`src/rtl/pwm_bidir_multich.sv`:
```
// ---------------------------------------------------------------------------
// pwm_bidir_multich
//   Multi-channel bidirectional H-bridge PWM generator. Every channel takes a
//   signed command. The command is clamped to +/-PERIOD and held in a shadow
//   register. At each period boundary the channel applies the shadow value as
//   a direction (dir1/dir2) and a magnitude duty (pwm_out). A reversal goes
//   through a dead-time window. A brake request shorts the bridge (dir=11,
//   pwm=1). One period counter is shared by all channels.
//
// Ports
//   clk           system clock
//   reset_n       synchronous active-low reset
//   enable        global output enable (brake still overrides it)
//   cmd           packed signed commands, channel i = cmd[i*CMD_W +: CMD_W]
//   cmd_valid     per-channel strobe that captures a cmd slice into the shadow
//   brake         per-channel level-sensitive brake request
//   dir1, dir2    registered H-bridge direction inputs
//   pwm_out       registered PWM enable
//   sat_flag      set when the last captured command had to be clamped
//   period_start  high while the shared counter is 0
// ---------------------------------------------------------------------------
module pwm_bidir_multich #(
  parameter int NUM_CH      = 2,
  parameter int CMD_W       = 16,
  parameter int PERIOD      = 4000,
  parameter int DEAD_CYCLES = 200
) (
  input  logic                      clk,
  input  logic                      reset_n,
  input  logic                      enable,
  input  logic [NUM_CH*CMD_W-1:0]   cmd,
  input  logic [NUM_CH-1:0]         cmd_valid,
  input  logic [NUM_CH-1:0]         brake,
  output logic [NUM_CH-1:0]         dir1,
  output logic [NUM_CH-1:0]         dir2,
  output logic [NUM_CH-1:0]         pwm_out,
  output logic [NUM_CH-1:0]         sat_flag,
  output logic                      period_start
);

  // The duty can reach PERIOD, so the counter and duty share a width that
  // can hold PERIOD itself.
  localparam int DW  = $clog2(PERIOD + 1);
  localparam int DCW = (DEAD_CYCLES > 1) ? $clog2(DEAD_CYCLES) : 1;

  localparam logic        [DW-1:0]  CNT_LAST  = DW'(PERIOD - 1);
  localparam logic        [DCW-1:0] DEAD_INIT = DCW'(DEAD_CYCLES - 1);
  // The limits are compared in CMD_W+1 bits. This keeps the negation of the
  // most negative command from overflowing.
  localparam logic signed [CMD_W:0]   LIM_HI = (CMD_W+1)'(PERIOD);
  localparam logic signed [CMD_W:0]   LIM_LO = -LIM_HI;
  localparam logic signed [CMD_W-1:0] SH_HI  = CMD_W'(PERIOD);
  localparam logic signed [CMD_W-1:0] SH_LO  = -SH_HI;

  typedef enum logic [2:0] {
    ST_IDLE,
    ST_FWD,
    ST_REV,
    ST_DEAD,
    ST_BRAKE
  } state_t;

  // -------------------------------------------------------------------------
  // Shared period counter
  // -------------------------------------------------------------------------
  logic [DW-1:0] counter;
  logic          at_last;

  assign at_last      = (counter == CNT_LAST);
  assign period_start = (counter == '0);

  always_ff @(posedge clk) begin
    if (!reset_n) begin
      counter <= '0;
    end else if (at_last) begin
      counter <= '0;
    end else begin
      counter <= counter + DW'(1);
    end
  end

  // -------------------------------------------------------------------------
  // Per-channel datapath and FSM
  // -------------------------------------------------------------------------
  for (genvar i = 0; i < NUM_CH; i++) begin : g_ch
    state_t                  state, state_nx;
    state_t                  pend_dir, pend_dir_nx;
    state_t                  sh_dir;
    logic signed [CMD_W-1:0] cmd_slice;
    logic signed [CMD_W:0]   cmd_ext;
    logic signed [CMD_W-1:0] clamped;
    logic                    clamp_hit;
    logic signed [CMD_W-1:0] shadow;
    logic                    sat_q;
    logic [DW-1:0]           sh_mag;
    logic [DW-1:0]           duty, duty_nx;
    logic [DW-1:0]           pend_duty, pend_duty_nx;
    logic [DCW-1:0]          dead_cnt, dead_cnt_nx;
    logic                    dir1_nx, dir2_nx, pwm_nx;
    logic                    dir1_q, dir2_q, pwm_q;
    logic                    driving, driving_nx;

    // Clamp the incoming command to the inclusive range [-PERIOD, +PERIOD].
    assign cmd_slice = cmd[i*CMD_W +: CMD_W];
    assign cmd_ext   = {cmd_slice[CMD_W-1], cmd_slice};

    always_comb begin
      clamped   = cmd_slice;
      clamp_hit = 1'b0;
      if (cmd_ext > LIM_HI) begin
        clamped   = SH_HI;
        clamp_hit = 1'b1;
      end else if (cmd_ext < LIM_LO) begin
        clamped   = SH_LO;
        clamp_hit = 1'b1;
      end
    end

    always_ff @(posedge clk) begin
      if (!reset_n) begin
        shadow <= '0;
        sat_q  <= 1'b0;
      end else if (cmd_valid[i]) begin
        shadow <= clamped;
        sat_q  <= clamp_hit;
      end
    end

    // Direction and magnitude that the shadow value requests.
    always_comb begin
      if (shadow == '0) begin
        sh_dir = ST_IDLE;
      end else if (shadow[CMD_W-1]) begin
        sh_dir = ST_REV;
      end else begin
        sh_dir = ST_FWD;
      end
      sh_mag = DW'(shadow[CMD_W-1] ? -shadow : shadow);
    end

    // State register
    always_ff @(posedge clk) begin
      if (!reset_n) begin
        state     <= ST_IDLE;
        pend_dir  <= ST_IDLE;
        duty      <= '0;
        pend_duty <= '0;
        dead_cnt  <= '0;
        dir1_q    <= 1'b0;
        dir2_q    <= 1'b0;
        pwm_q     <= 1'b0;
      end else begin
        state     <= state_nx;
        pend_dir  <= pend_dir_nx;
        duty      <= duty_nx;
        pend_duty <= pend_duty_nx;
        dead_cnt  <= dead_cnt_nx;
        dir1_q    <= dir1_nx;
        dir2_q    <= dir2_nx;
        pwm_q     <= pwm_nx;
      end
    end

    // Next state
    always_comb begin
      state_nx     = state;
      pend_dir_nx  = pend_dir;
      duty_nx      = duty;
      pend_duty_nx = pend_duty;
      dead_cnt_nx  = dead_cnt;
      if (brake[i]) begin
        state_nx = ST_BRAKE;
      end else if (!enable) begin
        state_nx = ST_IDLE;
        duty_nx  = '0;
      end else begin
        unique case (state)
          // Coming out of brake always passes through dead-time. The shadow
          // is taken directly as the pending target, so any reversal that
          // was pending before the brake is discarded.
          ST_BRAKE: begin
            state_nx     = ST_DEAD;
            dead_cnt_nx  = DEAD_INIT;
            pend_dir_nx  = sh_dir;
            pend_duty_nx = sh_mag;
          end
          ST_DEAD: begin
            if (dead_cnt == '0) begin
              state_nx = pend_dir;
              duty_nx  = pend_duty;
            end else begin
              dead_cnt_nx = dead_cnt - DCW'(1);
            end
          end
          default: begin
            if (at_last) begin
              if ((state == ST_FWD && sh_dir == ST_REV) ||
                  (state == ST_REV && sh_dir == ST_FWD)) begin
                state_nx     = ST_DEAD;
                dead_cnt_nx  = DEAD_INIT;
                pend_dir_nx  = sh_dir;
                pend_duty_nx = sh_mag;
              end else begin
                state_nx = sh_dir;
                duty_nx  = sh_mag;
              end
            end
          end
        endcase
      end
    end

    // Outputs are decoded from the next state and registered, so they line
    // up with the state register. The compare uses the present counter and
    // the present duty, which gives one cycle of latency. The output is also
    // gated by the next state, so it drops as soon as dead-time, idle or
    // brake is entered.
    always_comb begin
      driving    = (state == ST_FWD) || (state == ST_REV);
      driving_nx = (state_nx == ST_FWD) || (state_nx == ST_REV);
      dir1_nx    = (state_nx == ST_FWD) || (state_nx == ST_BRAKE);
      dir2_nx    = (state_nx == ST_REV) || (state_nx == ST_BRAKE);
      pwm_nx     = 1'b0;
      if (state_nx == ST_BRAKE) begin
        pwm_nx = 1'b1;
      end else if (driving_nx && driving) begin
        pwm_nx = (counter < duty);
      end
    end

    assign dir1[i]     = dir1_q;
    assign dir2[i]     = dir2_q;
    assign pwm_out[i]  = pwm_q;
    assign sat_flag[i] = sat_q;
  end

endmodule

```
`config.mk`:
```
export PLATFORM = sky130hd
export DESIGN_NAME = pwm_bidir_multich
export DESIGN_NICKNAME = d
export VERILOG_FILES = /design/src/rtl/pwm_bidir_multich.sv
export SDC_FILE = /design/constraint.sdc
export NUM_CORES = 1
export LEC_CHECK = 0
export ABC_AREA = 1
export CELL_PAD_IN_SITES_DETAIL_PLACEMENT = 2
export CELL_PAD_IN_SITES_GLOBAL_PLACEMENT = 2
export CORE_ASPECT_RATIO = 1.1
export CORE_MARGIN = 2
export CORE_UTILIZATION = 30
export CTS_CLUSTER_DIAMETER = 200
export DETAILED_ROUTE_END_ITERATION = 12
export PLACE_DENSITY = 0.74
export SYNTH_ARGS = -nofsm -noshare
export SYNTH_HDL_FRONTEND = slang
export SYNTH_SLANG_ARGS = --single-unit
```
`constraint.sdc`:
```
create_clock -name clk -period 2.5 [get_ports clk]
set_input_delay 0.25 -clock clk [delete_from_list [all_inputs] [get_ports clk]]
set_output_delay 0.25 -clock clk [all_outputs]
set_load 0.1 [all_outputs]
```
==> flow_summary_export.csv, run 1 <==
group,metric,value,unit
timing,drv_slew,0,
placed_design,gp_congestion,0.8144,
timing,relSlewSlack,0.6286,
timing,tns,0,ns
clock_network,cts_max_path_buffers,2,
global_routing,grt_use_total,0.1847,
worst_setup_path,cp.required,2.80,ns
timing,period_minus_slack,2.257,ns
synthesis,syn_avg_cell_area,6.942,sq um
worst_setup_path,cp.arrival,2.56,ns
placed_design,port-buffer-count,47,
global_routing,grt_pass1_wl,38050,microns
global_routing,antenna_found_initial,0,
detailed_routing,drtIter0Drc,160,
floorplan,rows,59,
global_routing,grt_max_degree,48,
power,leakage,3.807,nW
worst_setup_path,crit_type,"flip-flop to flip-flop",
clock_network,cts_tree,"built",
floorplan,num_io_pins,48,
synthesis,synth_compound_area_frac,0.1908,
synthesis,synth.largest_area_cell,"dfxtp_1",
floorplan,core_area,23620,sq um
power,netSwitchingPower,0.001483,W
worst_hold_path,hold_path.class,"primary input to flip-flop",
synthesis,seq_area_frac_synth,0.3494,
detailed_routing,post_drt_wl_per_cell,16.43,microns
clock_network,clk_latency,0.42,ns
synthesis,yosys_register_bits,126,
clock_network,root_buffer,"clkbuf_16",
worst_setup_path,cp_max_fo,19,
final_layout,final_common_cell,"nand2_1",
run,cap_violations,0,
final_layout,layoutNonFillerInstCount,1412,
power,vdd_ir_drop_max,0.4666,mV
status,status,"finished, final reports clean",
synthesis,synthXorXnorAreaFrac,0.02912,
floorplan,die_y,166.7,microns
synthesis,synth_top_family_by_area,"simple AND/OR/NAND/NOR gates",
worst_setup_path,start_kind,"flip-flop",
global_routing,grt_overflow_total,0,
final_layout,syn_to_final_growth,19.62,%
synthesis,yosysWarningCount,0,
timing,fin_worst_skew,0.008432,ns
synthesis,netlist_area,7219,sq um
synthesis,synth.distinct_cells,43,
synthesis,synth_cells,1040,
synthesis,synth_edf_count,0,
power,powerDensity,638.4,nW/um^2
floorplan,fp.dieW,151.9,microns
power,clock_power_share,0.467,
synthesis,syn-num-nets,1111,
power,p_int,0.004030,W
placed_design,dp_slack,0.1926,ns
detailed_routing,num_vias,6975,
power,p_seq_frac,0.390,
placed_design,dp_hpwl,17200,microns
synthesis,yosysTopAreaCellShare,0.3494,
clock_network,htreeDepth,4,
placed_design,place_inst,1378,
global_routing,grt_pass1_vias,7350,
final_layout,final_layout_size_suffix_gt1_frac,0.1274,
clock_network,cts.clk_slew.worst_paths,0.06,ns
timing,hold_violations,0,
synthesis,yosys.area_share.adder,0.05546,
detailed_routing,dr.pass1.iters,4,
synthesis,synth_mux_area_frac,0,
final_layout,mostFrequentLayoutCells,"nand2_1 (171), inv_1 (141), dfxtp_1 (126), a21oi_1 (107), nor2_1 (94)",
power,combPwrFrac,0.143,
timing,finalCritPeriodShare,0.9029,
timing,setup_ws,0.2428,ns
detailed_routing,drc,0,
final_layout,final_nets,1167,
synthesis,synth-simple-area-share,0.2516,
power,p_sw_frac,0.2690,
timing,setup_viol,0,
floorplan,fp.dieArea,25320,sq um
timing,worst_pin_slew,0.5513,ns
final_layout,antennaDiodeCount,0,
synthesis,synth_area_leaders,"dfxtp_1 (35%), nand2_1 (8.9%), a21oi_1 (7.4%)",
worst_setup_path,cp-end-kind,"flip-flop",
floorplan,start_util,0.3056,
synthesis,synth-async-reset-ratio,0,
timing,fmax,443.0,MHz
clock_network,numClockSinks,126,
clock_network,holdBufCountCts,0,
detailed_routing,viasPerCell,4.940,
synthesis,yosys_most_used_dff,"dfxtp_1",
detailed_routing,routed_wl,23200,microns
clock_network,numCtsBuffers,17,
detailed_routing,ant_nets,0,
final_layout,fin_util,0.3656,
==> Yosys cell counts (all sizes together), types with 4 or more instances <==
cell type,number
nor4,6
clkinv,4
o211ai,5
nand2,185
nand3,54
nor2,111
nor3,25
o21ai,120
buf,23
nand4,11
xnor2,6
dfxtp,126
clkbuf,21
a31oi,4
a21oi,107
ha,32
inv,158
o21a,5
xor2,18
==> layout make-up <==
type	instances	area, sq um
clock buffer	25	495.5
clock inverter	5	105.1
fill	2855	14990
inverter	162	615.6
multi-input combinational	708	3805
sequential	126	2522
tap	305	381.6
timing repair buffer	81	710.7
==> per-stage QoR <==
| step | hold WS (ns) | power, W | cell area [sq um] |
|---|---|---|---|
| global route | 0.2857 | 0.005762 | 8636 |
| detailed placement | 0.4506 | 0.002981 | 8005 |
| floorplan | 0.3694 | 0.002720 | 7219 |
| finish | 0.2644 | 0.005513 | 8636 |
| global placement | 0.4352 | 0.002955 | 8005 |
| CTS | 0.2569 | 0.005577 | 8606 |
==> cell families (layout without fill, tap and decap cells) <==
family / count (synthesis) / count (layout)
simple gates: 400 / 400
compound gates: 252 / 252
buf+inv: 206 / 273
flops: 126 / 126
fa+ha+maj: 32 / 32
xor+xnor: 24 / 24
==> repair_timing <==
| action | 4_1_cts | 5_1_grt |
|---|---|---|
| endpoints found under the setup margin | 0 | 5 |
| buffers inserted | 0 | 4 |
| resized for setup | 0 | 2 |
==> state kept, by name (all words and copies together), names as in the netlist <==
name and flops:
g_ch.shadow 32, g_ch.duty 24, g_ch.pend_duty 24, g_ch.dead_cnt 16, counter 12, g_ch.state 6, g_ch.pend_dir 4, g_ch.dir1_q 2
g_ch.dir2_q 2, g_ch.pwm_q 2, g_ch.sat_q 2
==> power groups by stage <==
stage	registers, W	logic [W]	clock network, W
floorplan	0.00217	0.000545	0
global placement	0.00219	0.000766	0
detailed placement	0.00219	0.000790	0
CTS	0.00215	0.000802	0.00262
global route	0.00216	0.000891	0.00271
finish	0.00215	0.000789	0.00257
==> worst max-delay path, cell delays in order (launching register included) <==
cell,delay (ns)
dfxtp_1,0.42
ha_1,0.24
nand3_2,0.13
nor2_2,0.14
nand3_2,0.18
nand2_1,0.12
inv_2,0.05
nor2_4,0.11
nand2_4,0.13
nor2_8,0.21
inv_4,0.13
o21ai_0,0.20
a21oi_1,0.07
==> layer usage <==
metal / GRT usage / up-vias / wire (microns)
met1: 0.2397 / 3406 / 11180
met3: 0.02342 / 21 / 428
met2: 0.3220 / 56 / 11300
li1: - / 3492 / -
met4: 0.05201 / 0 / 288
met5: 0 / - / 0
==> worst paths after layout <==
kind	slack, ns	from	cells past startpoint	end
min reg2reg	0.46	g_ch[1].pend_duty[10]$_SDFFE_PN0P_	2	g_ch[1].pend_duty[10]$_SDFFE_PN0P_
max reg2reg	0.24	counter[0]$_SDFF_PP0_	12	g_ch[1].pend_duty[7]$_SDFFE_PN0P_
min	0.26	reset_n	3	g_ch[1].dead_cnt[3]$_SDFFE_PN0P_
max	0.24	counter[0]$_SDFF_PP0_	12	g_ch[1].pend_duty[7]$_SDFFE_PN0P_
Note: power is estimated with default switching activity, not from simulation.
==> run 2: changes to the inputs <==
--- a/config.mk
+++ b/config.mk
@@ -13,6 +13,7 @@
 export CORE_UTILIZATION = 30
 export CTS_CLUSTER_DIAMETER = 200
 export DETAILED_ROUTE_END_ITERATION = 12
+export MAX_ROUTING_LAYER = met4
 export PLACE_DENSITY = 0.74
 export SYNTH_ARGS = -nofsm -noshare
 export SYNTH_HDL_FRONTEND = slang
==> run 2 against run 1 <==
Compared with the run above:
- non-clock buffer count unchanged
- first-iteration DRC count increased by 12%
- count of clock-buffer cells in the layout unchanged
- clock skew about the same
- sequential share of layout area unchanged
- sequential power about the same
- via count unchanged
- routed wire length decreased by 0.13%
- fmax about the same
- setup slack improved by 0.0014 ns
==> flow_summary_export.csv, run 2 (synthesis results as in run 1) <==
group,metric,value,unit
status,status,"finished, final reports clean",
clock_network,numCtsBuffers,17,
floorplan,fp.dieArea,25320,sq um
final_layout,mostFrequentLayoutCells,"nand2_1 (171), inv_1 (141), dfxtp_1 (126), a21oi_1 (107), nor2_1 (94)",
timing,period_minus_slack,2.256,ns
clock_network,numClockSinks,126,
detailed_routing,dr.pass1.iters,4,
final_layout,antennaDiodeCount,0,
placed_design,dp_hpwl,17200,microns
worst_setup_path,cp_top_family,"simple AND/OR/NAND/NOR gates",
final_layout,top_regs,"g_ch.shadow x32, g_ch.duty x24, g_ch.pend_duty x24",
detailed_routing,drtIter0Drc,179,
timing,drv_slew,0,
floorplan,fp.dieW,151.9,microns
worst_setup_path,cp.required,2.80,ns
floorplan,rows,59,
worst_hold_path,hold_depth,3,
worst_setup_path,cp-end-kind,"flip-flop",
timing,setup_viol,0,
power,vdd_ir_drop_max,0.4626,mV
clock_network,cts_tree,"built",
detailed_routing,post_drt_wl_per_cell,16.41,microns
global_routing,antenna_found_initial,0,
placed_design,place_inst,1378,
detailed_routing,routed_wl,23170,microns
floorplan,core_area,23620,sq um
detailed_routing,num_vias,6975,
final_layout,largest-register,"g_ch.shadow",
clock_network,cts_max_path_buffers,2,
final_layout,syn_to_final_growth,19.62,%
global_routing,grt_pass1_wl,38050,microns
timing,hold_violations,0,
final_layout,fin_area,8636,sq um
worst_hold_path,hold_path.class,"primary input to flip-flop",
global_routing,grt_overflow_total,0,
floorplan,start_util,0.3056,
worst_setup_path,cp_common_cell,"nand3_2",
worst_setup_path,reg2regPathDepth,12,
worst_setup_path,path_depth,12,
global_routing,grt_pass1_vias,7345,
placed_design,port-buffer-count,47,
run,cap_violations,0,
timing,relSlewSlack,0.5937,
detailed_routing,viasPerCell,4.940,
floorplan,die_y,166.7,microns
clock_network,cts.clk_slew.worst_paths,0.06,ns
power,powerDensity,638.4,nW/um^2
worst_setup_path,cp_max_fo,19,
worst_setup_path,cp_slowest_stage_delay,0.42,ns
power,leakage,3.807,nW
global_routing,grt_max_degree,48,
final_layout,layoutNonFillerInstCount,1412,
worst_setup_path,crit_type,"flip-flop to flip-flop",
timing,fmax,443.3,MHz
timing,fin_worst_skew,0.008769,ns
placed_design,gp_congestion,0.8265,
clock_network,clk_latency,0.42,ns
worst_setup_path,cp.arrival,2.55,ns
detailed_routing,ant_nets,0,
worst_setup_path,path_buf_inv,2,
global_routing,grt_use_total,0.1901,
final_layout,final_nets,1167,
placed_design,placed_area,8005,sq um
timing,worst_pin_slew,0.6031,ns
clock_network,htreeDepth,4,
timing,finalCritPeriodShare,0.9023,
worst_setup_path,start_kind,"flip-flop",
worst_setup_path,critPathSlowestCell,"dfxtp_1",
final_layout,final_common_cell,"nand2_1",
detailed_routing,drc,0,
final_layout,final_layout_size_suffix_gt1_frac,0.1274,
floorplan,num_io_pins,48,
clock_network,holdBufCountCts,0,
worst_setup_path,crit_path_cell_trace,"ha_1, nand3_2, nor2_2, nand3_2, nand2_1, inv_2, nor2_4, nand2_4, nor2_8, inv_4, o21ai_0, a21oi_1",
clock_network,root_buffer,"clkbuf_16",
final_layout,largest_reg_flops,32,
run 2: cell counts in the layout (fill, tap and decap cells not counted):
No cell type changed its count.
run 2: power breakdown:
part | internal, W | total (W) | switching (W)
clock network | 0.00166 | 0.00257 | 0.000910
registers | 0.00209 | 0.00215 | 0.0000596
logic | 0.000276 | 0.000789 | 0.000513
total | 0.00403 | 0.00551 | 0.00148
run 2: stage by stage:
step,total power [W],setup TNS [ns],utilization,hold slack (ns),worst slack [ns]
2_1_floorplan,0.002720,0,-,0.3694,0.3121
3_3_place_gp,0.002955,0,0.3389,0.4352,0.2607
3_5_place_dp,0.002981,0,0.3389,0.4506,0.1926
4_1_cts,0.005577,0,0.3643,0.2569,0.1315
5_1_grt,0.005761,-0.006249,0.3656,0.2866,-0.004478
6_report,0.005513,0,0.3656,0.2702,0.2441
run 2: what timing repair did:
action	4_1_cts	5_1_grt
endpoints found under the hold margin	0	0
resized for setup	0	2
endpoints found under the setup margin	0	5
setup buffers	0	4
run 2: cell type report:
class                           count  area, sq um
Sequential cell                   126         2522
Fill cell                        2855        14990
Inverter                          162        615.6
Tap cell                          305        381.6
Clock buffer                       25        495.5
Timing Repair Buffer               81        710.7
Multi-Input combinational cell    708         3805
Clock inverter                      5        105.1
run 2: tightest hold or removal path: cells and delay by family:
| family | cells | cell delay (ns) |
|---|---|---|
| AOI/OAI and AO/OA | 1 | 0.04 |
| buffers and inverters | 1 | 0.23 |
| and+or+nand+nor | 1 | 0.12 |
run 2: worst paths after layout:
path | startpoint | to | slack (ns)
max reg2reg | counter[0]$_SDFF_PP0_ | g_ch[1].pend_duty[7]$_SDFFE_PN0P_ | 0.24
min reg2reg | g_ch[1].pend_duty[10]$_SDFFE_PN0P_ | g_ch[1].pend_duty[10]$_SDFFE_PN0P_ | 0.46
max | counter[0]$_SDFF_PP0_ | g_ch[1].pend_duty[7]$_SDFFE_PN0P_ | 0.24
min | reset_n | g_ch[1].dead_cnt[3]$_SDFFE_PN0P_ | 0.27
run 2: metal layers:
layer  vias up  share of wire  track usage
li1       3498              -            -
met1      3396           0.48       0.2400
met2        58           0.49       0.3214
met3        23          0.020      0.02342
met4         0          0.012      0.05201
met5         -              0            -
